$ cat src/rtl/haraka_s_sponge_ctrl.sv
// Sponge controller around the Haraka-S permutation core: absorbs 32-byte blocks
// with Haraka-S padding, sequences the core's permutation passes and squeezes digests.
module haraka_s_sponge_ctrl #(
    parameter int unsigned ROUNDS    = 5,
    parameter int unsigned ROUND_LAT = 2,
    parameter int unsigned CNT_W     = 4
) (
    input  logic             clk,
    input  logic             rst,
    input  logic             start,
    input  logic [CNT_W-1:0] out_blocks,
    output logic             busy,
    input  logic             msg_valid,
    output logic             msg_ready,
    input  logic [255:0]     msg_data,
    input  logic [5:0]       msg_bytes,
    input  logic             msg_last,
    output logic             dig_valid,
    input  logic             dig_ready,
    output logic [255:0]     dig_data,
    output logic [511:0]     core_in,
    output logic             core_sel,
    input  logic [511:0]     core_out
);
    localparam int unsigned PASS_CYC = ROUNDS * ROUND_LAT;
    localparam int unsigned PC_W     = $clog2(PASS_CYC + 1);

    typedef enum logic [2:0] {IDLE, ABSORB, PERM, PAD, SQUEEZE} fsm_t;

    fsm_t             fsm, fsm_nx;
    logic [511:0]     st, st_nx;
    logic [CNT_W-1:0] sq_cnt, sq_cnt_nx;
    logic [PC_W-1:0]  pc, pc_nx;
    logic             pending_pad, pending_pad_nx;
    logic             pad_done, pad_done_nx;
    int unsigned      nb;
    logic [255:0]     blk;

    // Final partial block: bytes past the message are zeroed, then 0x1F/0x80 pad bytes applied.
    always_comb begin
        nb  = (msg_bytes > 6'd32) ? 32 : 32'(msg_bytes);
        blk = msg_data;
        if (msg_last && nb < 32) begin
            for (int unsigned i = 0; i < 32; i++) begin
                if (i > nb)
                    blk[8*i +: 8] = 8'h00;
                else if (i == nb)
                    blk[8*i +: 8] = 8'h1F;
            end
            blk[255:248] = blk[255:248] ^ 8'h80;
        end
    end

    always_ff @(posedge clk) begin
        if (rst) begin
            fsm         <= IDLE;
            st          <= '0;
            sq_cnt      <= '0;
            pc          <= '0;
            pending_pad <= 1'b0;
            pad_done    <= 1'b0;
        end else begin
            fsm         <= fsm_nx;
            st          <= st_nx;
            sq_cnt      <= sq_cnt_nx;
            pc          <= pc_nx;
            pending_pad <= pending_pad_nx;
            pad_done    <= pad_done_nx;
        end
    end

    always_comb begin
        fsm_nx         = fsm;
        st_nx          = st;
        sq_cnt_nx      = sq_cnt;
        pc_nx          = pc;
        pending_pad_nx = pending_pad;
        pad_done_nx    = pad_done;
        msg_ready      = 1'b0;
        dig_valid      = 1'b0;
        core_sel       = 1'b0;
        case (fsm)
            IDLE: begin
                if (start) begin
                    st_nx          = '0;
                    sq_cnt_nx      = (out_blocks == '0) ? CNT_W'(1) : out_blocks;
                    pc_nx          = '0;
                    pending_pad_nx = 1'b0;
                    pad_done_nx    = 1'b0;
                    fsm_nx         = ABSORB;
                end
            end
            ABSORB: begin
                msg_ready = !rst;
                if (msg_valid) begin
                    st_nx[255:0] = st[255:0] ^ blk;
                    if (msg_last) begin
                        if (nb < 32) pad_done_nx = 1'b1;
                        else         pending_pad_nx = 1'b1;
                    end
                    pc_nx  = '0;
                    fsm_nx = PERM;
                end
            end
            PAD: begin
                st_nx[255:0]   = st[255:0] ^ {8'h80, 240'h0, 8'h1F};
                pending_pad_nx = 1'b0;
                pad_done_nx    = 1'b1;
                pc_nx          = '0;
                fsm_nx         = PERM;
            end
            PERM: begin
                // Cycle 0 loads the core, middle cycles loop, last cycle captures its output.
                core_sel = (pc != '0) && (pc != PC_W'(PASS_CYC));
                if (pc == PC_W'(PASS_CYC)) begin
                    st_nx = core_out;
                    pc_nx = '0;
                    if (pending_pad)   fsm_nx = PAD;
                    else if (pad_done) fsm_nx = SQUEEZE;
                    else               fsm_nx = ABSORB;
                end else begin
                    pc_nx = pc + PC_W'(1);
                end
            end
            SQUEEZE: begin
                dig_valid = !rst;
                if (dig_ready) begin
                    sq_cnt_nx = sq_cnt - CNT_W'(1);
                    pc_nx     = '0;
                    fsm_nx    = (sq_cnt == CNT_W'(1)) ? IDLE : PERM;
                end
            end
            default: fsm_nx = IDLE;
        endcase
    end

    assign busy     = (fsm != IDLE);
    assign dig_data = st[255:0];
    assign core_in  = st;
endmodule

$ cat config.mk
export PLATFORM = sky130hd
export DESIGN_NAME = haraka_s_sponge_ctrl
export DESIGN_NICKNAME = d
export VERILOG_FILES = /design/src/rtl/haraka_s_sponge_ctrl.sv
export SDC_FILE = /design/constraint.sdc
export NUM_CORES = 1
export LEC_CHECK = 0
export CAP_MARGIN = 10
export CORE_AREA = 2 2 612 614
export CTS_BUF_LIST = sky130_fd_sc_hd__clkbuf_2 sky130_fd_sc_hd__clkbuf_4 sky130_fd_sc_hd__clkbuf_8
export CTS_CLUSTER_DIAMETER = 120
export DETAILED_ROUTE_END_ITERATION = 6
export DIE_AREA = 0 0 614 616
export PLACE_DENSITY = 0.3
export SLEW_MARGIN = 25
export SYNTH_ARGS = -nofsm -noshare
export SYNTH_HDL_FRONTEND = slang
export SYNTH_SLANG_ARGS = --single-unit
$ cat constraint.sdc
create_clock -name clk -period 2.8 [get_ports clk]
set_clock_uncertainty 0.1 [all_clocks]
set_input_delay 0.56 -clock clk [delete_from_list [all_inputs] [get_ports clk]]
set_output_delay 0.56 -clock clk [all_outputs]
set_load 0.1 [all_outputs]
* After elaboration in Yosys (flattened, before gate mapping)
Cells that the tools add are included.
Widths: inputs -> output; s select.
** Storage, ports and cells
- Flip-flop bits (word level) :: 525
- Bits in latches :: 0
- RAM bits :: 0
- ROM bits :: 0
- Input bits :: 784
- Output and inout bits :: 772
- Logic and storage cells :: 216
- Memories kept :: 0
** Cells by class
- Add/subtract/negate cells :: 2
- Multipliers :: 0
- Div/mod/pow operators :: 0
- Order comparisons :: 34
- Equality and inequality tests :: 45
- Shift operators :: 0
- Multiplexer cells :: 101
- Bitwise operators :: 4
- Reduce and logical (&&, ||, !) cells :: 22
** Operators with widths (count)
- $mux 512 :: 2
- $pmux 256 s4 :: 1
- $mux 8 :: 65
- $mux 256 :: 2
- $pmux 256 s2 :: 1
- $xor 256x256->256 :: 1
- $eq 5x6->1 const A :: 16
- $gt 5x6->1 const A :: 16
- $eq 4x6->1 const A :: 8
- $gt 4x6->1 const A :: 8
- $logic_not 32->1 :: 1
- $mux 4 :: 7
- $eq 3x6->1 const A :: 4
- $gt 3x6->1 const A :: 4
- $pmux 4 s5 :: 1
- $mux 3 :: 6
- $pmux 3 s5 :: 1
- $reduce_and 5->1 :: 3
- $ne 2x2->1 const B :: 7
- $eq 2x6->1 const A :: 2
- $gt 1x6->1 const A :: 2
- $gt 2x6->1 const A :: 2
- $reduce_and 4->1 :: 3
- $mux 1 :: 10
- 26 further kinds :: 35

* Longest topological paths before layout
Gate-level depths: netlist (run 1).
- Depth after elaboration :: 11
- Mapped depth :: 10
- Depth with buffers taken out :: 7

* Worst setup path before layout (run 1)
Ideal clock, no wire load.
- Kind :: input -> register
- From :: input port rst
- To :: register st[10], in the netlist core_in[10]
- Library setup time :: 58 ps
- Arrival time :: 4880 ps
- Data required time :: 2642 ps
- Slack :: -2238 ps
- Stages on the path :: 6
- Buffers on the path :: 1
- Cell sequence :: clkbuf_1 > nor4b_1 > o31ai_2 > a21oi_1 > o21a_1 > a211o_1
** RTL lines
- start, declared :: RTL line 9 : input logic rst,
- end signal, assigned :: RTL line 64 : st <= st_nx;
- end, declared :: RTL line 31 : logic [511:0] st, st_nx;

* Final worst setup path (run 1)
- From :: register fsm[1]
- To :: output port dig_valid
** Between the ends
- Longest elaborated chain between the ends :: 2
** Ends and longest elaborated chain
- start, declared :: RTL line 30 : fsm_t fsm, fsm_nx;
- start signal, assigned :: RTL line 63 : fsm <= fsm_nx;
- $eq 3x3->1 :: RTL line 82 : case (fsm)
- $mux 1 :: RTL line 82
- end, declared :: RTL line 18 : output logic dig_valid,
Every way passes these cells.

==> reports/qor.txt, run 1 <==
Sw Ratio = 38.28%
DRT iter0 DRCs = 2038
post-synthesis mux area share = 0.07438%
Worst Setup Slack, final = -28.57 ps
Overflow after GRT = 0
PortBufs = 1555
Max IR drop VDD = 352.3 µV
Yosys cell types = 80
RR Endpoint = core_in[419]
TritonCTS clock tree = yes
Tot Pwr = 26.46 mW
clock root cell = clkbuf_8
endpoint type of the worst setup path = primary output
Slew HR = 40.75%
vias in the first global route = 34288
Tot GR Track Use = 13.96%
fillers = 42380
Mapped Area = 26920 µm²
drt pass-1 iters = 5
Reg area = 10530 µm²
Flop pwr share = 30.4%
Crit Path Category = flop to primary output
period utilization = 101.0%
# Max-Cap Violations = 0
Synth Area in Compound Gates = 26.03%
Synth Area in Simple Gates = 19.47%
via count = 34514
unrepaired setup endpoints after global routing = true
WHS Endpoint = core_in[322]
Net Count, Synth = 4235
clk buf depth = 4
sequential-to-total area share from yosys stat = 39.05%
Area Overhead vs Synth = 98.77%
most frequent cells after synthesis = dfxtp_1, a21oi_1, nand2_1, nand3_1, buf_4
WP data required = 2140 ps
Comb pwr share = 31.5%
layout net count = 5995
final hold violations = 0
antenna viol nets, final = 0
Post-Layout Cell Count = 10303
top sig layer = met5
Post-synth EDFFs = 0
largest net degree at the start of global routing = 115
final wirelength = 279600 µm
met3 routed WL = 19890 µm
Mapped Avg Cell Area = 7.811 µm²
die area = 378200 µm²
critical path arrival = 2170 ps
Post-Synth Adder-Cell Area = 0.2324%
fmax = 353.5 MHz
FF-to-FF Start = pc[0]
switching power = 10.13 mW
Crit Path Max Fanout = 5
Num CTS Buffers = 122
Ports = 1556
Synth top area share = 39.05%
# setup viols final = 2
Hold Path Origin = core_out[322]
Multi-input gate area = 13610 µm²
Via-to-Cell Ratio = 3.350
WHS Path Cells = 3
clk slew on worst S/H paths = 60 ps
top-count cell post-synth = dfxtp_1
minimum clock period = 2829 ps
ys flop type = dfxtp_1
Post-Synth XOR/XNOR Area = 3.059%
synth top area cells = dfxtp_1, a21oi_1, buf_4
routed wl met2 = 154400 µm
pwr dens = 494.5 nW/µm²
die width = 614 µm
Ys Warns = 0
clock share of power = 38.1%
Gate Count Post-Synth = 3446
status = finished with violations
CP Launch Type = flop
Die H = 616 µm
cell leakage power = 20.00 nW
Hold/Removal Path Class = primary input to flop
Cells after DPL = 9785
Worst-Margin Slew = 877.3 ps
synthesis-stage register bit count = 525
internal power = 16.33 mW
Max Slew Vio Count = 0
H-tree Lvls = 3
initial antenna violation count = 187
layout cell share with drive strength beyond 1 = 28.12%
# rows = 224
clk sinks = 525
first-pass GRT wire length = 352000 µm
Synth area leader = dfxtp_1
failing checks = negative setup slack
Async S/R FF share, synth = 0%
clk_lat worst skew = 930 ps
Core ar. = 371400 µm²
wire per inst = 27.14 µm
residual DRC count = 0
Initial Util = 7.248%
FF-to-FF setup slack = 110 ps
DP HPWL = 234500 µm
met1 wire length = 97370 µm
routability cong. = 0.8264
R2R depth = 16
largest family of logic cells by synthesized area = compound AO/OA/AOI/OAI gates
[sequential cells by signal, summed over array words and instances, names as in the netlist]
name and cells:
sq_cnt 4, fsm 3, pending_pad 1, pad_done 1
core_in 512, pc 4
[cell usage in the layout (no fill, tap or decap), types with 29 or more instances in the layout]
cell type,n
dfxtp_1,516
nor3_1,31
nand3_1,326
clkdlybuf4s50_1,775
a21boi_0,35
buf_12,83
or3_1,62
xor2_1,72
inv_1,37
a32oi_1,30
a21oi_1,457
o21ai_0,195
nor2_1,49
buf_4,1069
clkbuf_4,34
nand2_1,448
dlygate4sd3_1,219
and3_1,50
clkbuf_8,158
a22oi_1,79
o22ai_1,78
diode_2,40
a211oi_1,29
o211ai_1,44
[how the worst max path moves through the flow]
stage                             from           end  slack [ps]
after detailed placement  msg_bytes[2]  core_in[116]        -430
after floorplan                 fsm[1]      core_sel           4
after global routing             pc[0]      core_sel        -200
after global placement    msg_bytes[0]   core_in[41]        -400
after CTS                       fsm[0]      core_sel        -250
final                           fsm[1]     dig_valid         -30
[per-stage QoR]
stage / utilization [%] / setup WS, ps / area [µm²] / hold slack (ps) / setup TNS [ps]
after detailed placement: 12.82 / -427.7 / 47610 / 345.0 / -19730
after global routing: 14.40 / -197.7 / 53470 / 60.40 / -516.5
after global placement: 12.82 / -395.6 / 47610 / 341.0 / -18920
after floorplan: - / 3.506 / 26950 / 352.0 / 0
final: 14.41 / -28.57 / 53500 / 137.7 / -46.04
after CTS: 14.21 / -249.7 / 52780 / 0.4245 / -1162
[final cells by class]
cell class | instances | area share (%)
Clock buffer | 192 | 4.542
Multi-Input combinational cell | 2331 | 25.44
Sequential cell | 525 | 19.68
Tap cell | 4972 | 11.63
Inverter | 39 | 0.2736
Antenna cell | 40 | 0.1871
Clock inverter | 17 | 0.3391
Timing Repair Buffer | 2187 | 37.91
[layer usage]
| layer | up-vias | track usage (%) |
|---|---|---|
| li1 | 15772 | - |
| met1 | 16757 | 14.12 |
| met2 | 1468 | 27.49 |
| met3 | 463 | 3.964 |
| met4 | 54 | 3.468 |
| met5 | - | 0 |
[power groups by stage]
stage          combinational (mW)  sequential [mW]  clock [mW]
2_1_floorplan                2.85             9.56           0
3_3_place_gp                 7.85             8.19           0
3_5_place_dp                 7.83             8.20           0
4_1_cts                      8.23             8.03        10.6
5_1_grt                      8.76             8.05        10.9
6_report                     8.34             8.03        10.1
[critical path, cell delays in order (launching register included)]
cell and delay (ps):
dfxtp_4 380, buf_6 120, or3b_4 420, nor2_4 140, buf_12 180
[logic make-up (layout without fill, tap and decap cells)]
logic type / after synthesis / in the layout
flops: 525 / 525
xor+xnor: 94 / 94
buf+inv: 591 / 2435
simple gates: 1086 / 1087
mux: 2 / 2
fa+ha+maj: 5 / 5
other cells: 0 / 40
compound gates: 1143 / 1143
[timing repair]
action,in CTS,in global routing
hold buffers,219,0
buffers inserted,22,17
pin swaps,34,23
cloned,1,12
gates resized for setup,52,42
setup endpoints to repair,36,206
hold endpoints to repair,227,0
Note: power is estimated with default switching activity, not from simulation.
==> run 2: changes to the inputs <==
--- a/config.mk
+++ b/config.mk
@@ -16,3 +16,4 @@
 export SYNTH_ARGS = -nofsm -noshare
 export SYNTH_HDL_FRONTEND = slang
 export SYNTH_SLANG_ARGS = --single-unit
+export TNS_END_PERCENT = 50
==> run 2 against run 1 <==
  * The run still ends with negative setup slack left
  * Clock-buffer cell count up 1
  * Critical path depth up 1
  * Sequential share of layout area down 0.080 points
  * Highest routed layer unchanged
==> reports/qor.txt, run 2 (same netlist as run 1, synthesis figures left out) <==
status = finished with violations
failing checks = negative setup slack
WP data required = 2140 ps
clk buf depth = 4
Initial Util = 7.248%
die width = 614 µm
residual DRC count = 0
vias in the first global route = 34333
Area Overhead vs Synth = 99.66%
most frequent cells in the layout = buf_4, clkdlybuf4s50_1, dfxtp_1, a21oi_1, nand2_1
period utilization = 100.5%
Hold Path Origin = core_out[235]
clock root cell = clkbuf_8
CP max-delay cell = dfxtp_4
fillers = 42416
most common cell after layout, fill and taps aside = buf_4
drt pass-1 iters = 7
CP Launch Type = flop
first-pass GRT wire length = 357400 µm
critical path arrival = 2160 ps
Slew HR = 32.35%
Via-to-Cell Ratio = 3.342
Worst Path Buf+Inv = 2
initial antenna violation count = 156
# rows = 224
PortBufs = 1555
pwr dens = 500.2 nW/µm²
routability cong. = 0.8339
minimum clock period = 2815 ps
Ports = 1556
final wirelength = 284500 µm
Max Slew Vio Count = 0
pre-CTS WS = -231.7 ps
DP HPWL = 237900 µm
H-tree Lvls = 3
via count = 34503
Num CTS Buffers = 125
Crit Path Category = flop to primary output
Reg area = 10530 µm²
CP max stage delay = 360 ps
Crit Path Max Fanout = 5
Max IR drop VDD = 301.8 µV
R2R depth = 14
Core ar. = 371400 µm²
clk sinks = 525
# setup viols final = 1
setup_tns = -15.22 ps
clk slew on worst S/H paths = 60 ps
Tot GR Track Use = 14.23%
Crit. path cell count = 5
die area = 378200 µm²
Multi-input gate area = 13600 µm²
fmax = 355.2 MHz
clk_lat worst skew = 930 ps
wire per inst = 27.55 µm
Crit path max-delay family = flip-flops
layout net count = 6014
Cells after DPL = 9780
TritonCTS clock tree = yes
Worst Setup Slack, final = -15.22 ps
CP Cell Sequence = buf_12, nor3b_4, nand2_4, a21oi_4, buf_12
Worst-Margin Slew = 1015 ps
final hold violations = 0
largest net degree at the start of global routing = 124
Hold/Removal Path Class = primary input to flop
cell area after layout = 53740 µm²
Area after DPL = 47600 µm²
endpoint type of the worst setup path = primary output
Die H = 616 µm
Overflow after GRT = 0
Worst Setup SP = fsm[2]
Post-Layout Cell Count = 10325
cell leakage power = 20.11 nW
FF-to-FF Start = pc[0]
WHS Path Cells = 3
DRT iter0 DRCs = 2017
# Max-Cap Violations = 0
antenna viol nets, final = 0
unrepaired setup endpoints after global routing = true
cell mode on critical path = buf_12
Largest register FFs = 512
layout cell share with drive strength beyond 1 = 28.01%
[run 2: cell count changes in the layout (fill, tap and decap cells not counted), sizes merged, moves of 3 or more]
cell         delta
clkinv          +8
diode           -6
buf             -8
bufinv          +3
clkbuf          -7
dlygate4sd3    +33
[run 2: per-layer routing]
layer / track usage (%) / vias up / wire, µm
li1: - / 15809 / -
met1: 14.55 / 16739 / 100900
met2: 27.69 / 1447 / 154700
met3: 3.847 / 454 / 19390
met4: 4.199 / 54 / 9150
met5: 0 / - / 341
[run 2: timing repair]
action	CTS	global route
endpoints found under the hold margin	254	0
setup endpoints to repair	18	260
cloned	0	4
gates resized for setup	54	42
pin swaps	3	15
setup buffers	25	10
hold buffers	252	0
[run 2: worst min-delay path, stage by stage]
cell	delay [ps]
clkdlybuf4s50_1	410
nand2_1	70
nand3_1	60
[run 2: area by class of cell]
cell class	instances	share of cell area, %
Timing Repair Buffer	2204	37.96
Multi-Input combinational cell	2330	25.30
Sequential cell	525	19.60
Tap cell	4972	11.58
Clock buffer	193	4.524
Clock inverter	28	0.5891
Inverter	39	0.2910
Antenna cell	34	0.1583
[run 2: worst paths after layout]
check / end / slack, ps
max: core_sel / -20
min: core_in[235] / 150
max reg2reg: core_in[332] / 100
min reg2reg: core_in[435] / 350
[run 2: through the flow]
| step | hold WS [ps] | power, mW | utilization [%] |
|---|---|---|---|
| 2_1_floorplan | 352.0 | 12.41 | - |
| 3_3_place_gp | 339.6 | 16.12 | 12.82 |
| 3_5_place_dp | 344.1 | 16.12 | 12.82 |
| 4_1_cts | 0.2433 | 27.56 | 14.34 |
| 5_1_grt | 70.32 | 28.12 | 14.46 |
| 6_report | 146.5 | 26.88 | 14.47 |
[run 2: power by group]
| part | switching, mW | leakage, nW | internal [mW] |
|---|---|---|---|
| clock network | 4.47 | 1.46 | 6.04 |
| registers | 0.330 | 4.25 | 7.70 |
| logic | 5.49 | 14.4 | 2.84 |
| total | 10.3 | 20.1 | 16.6 |
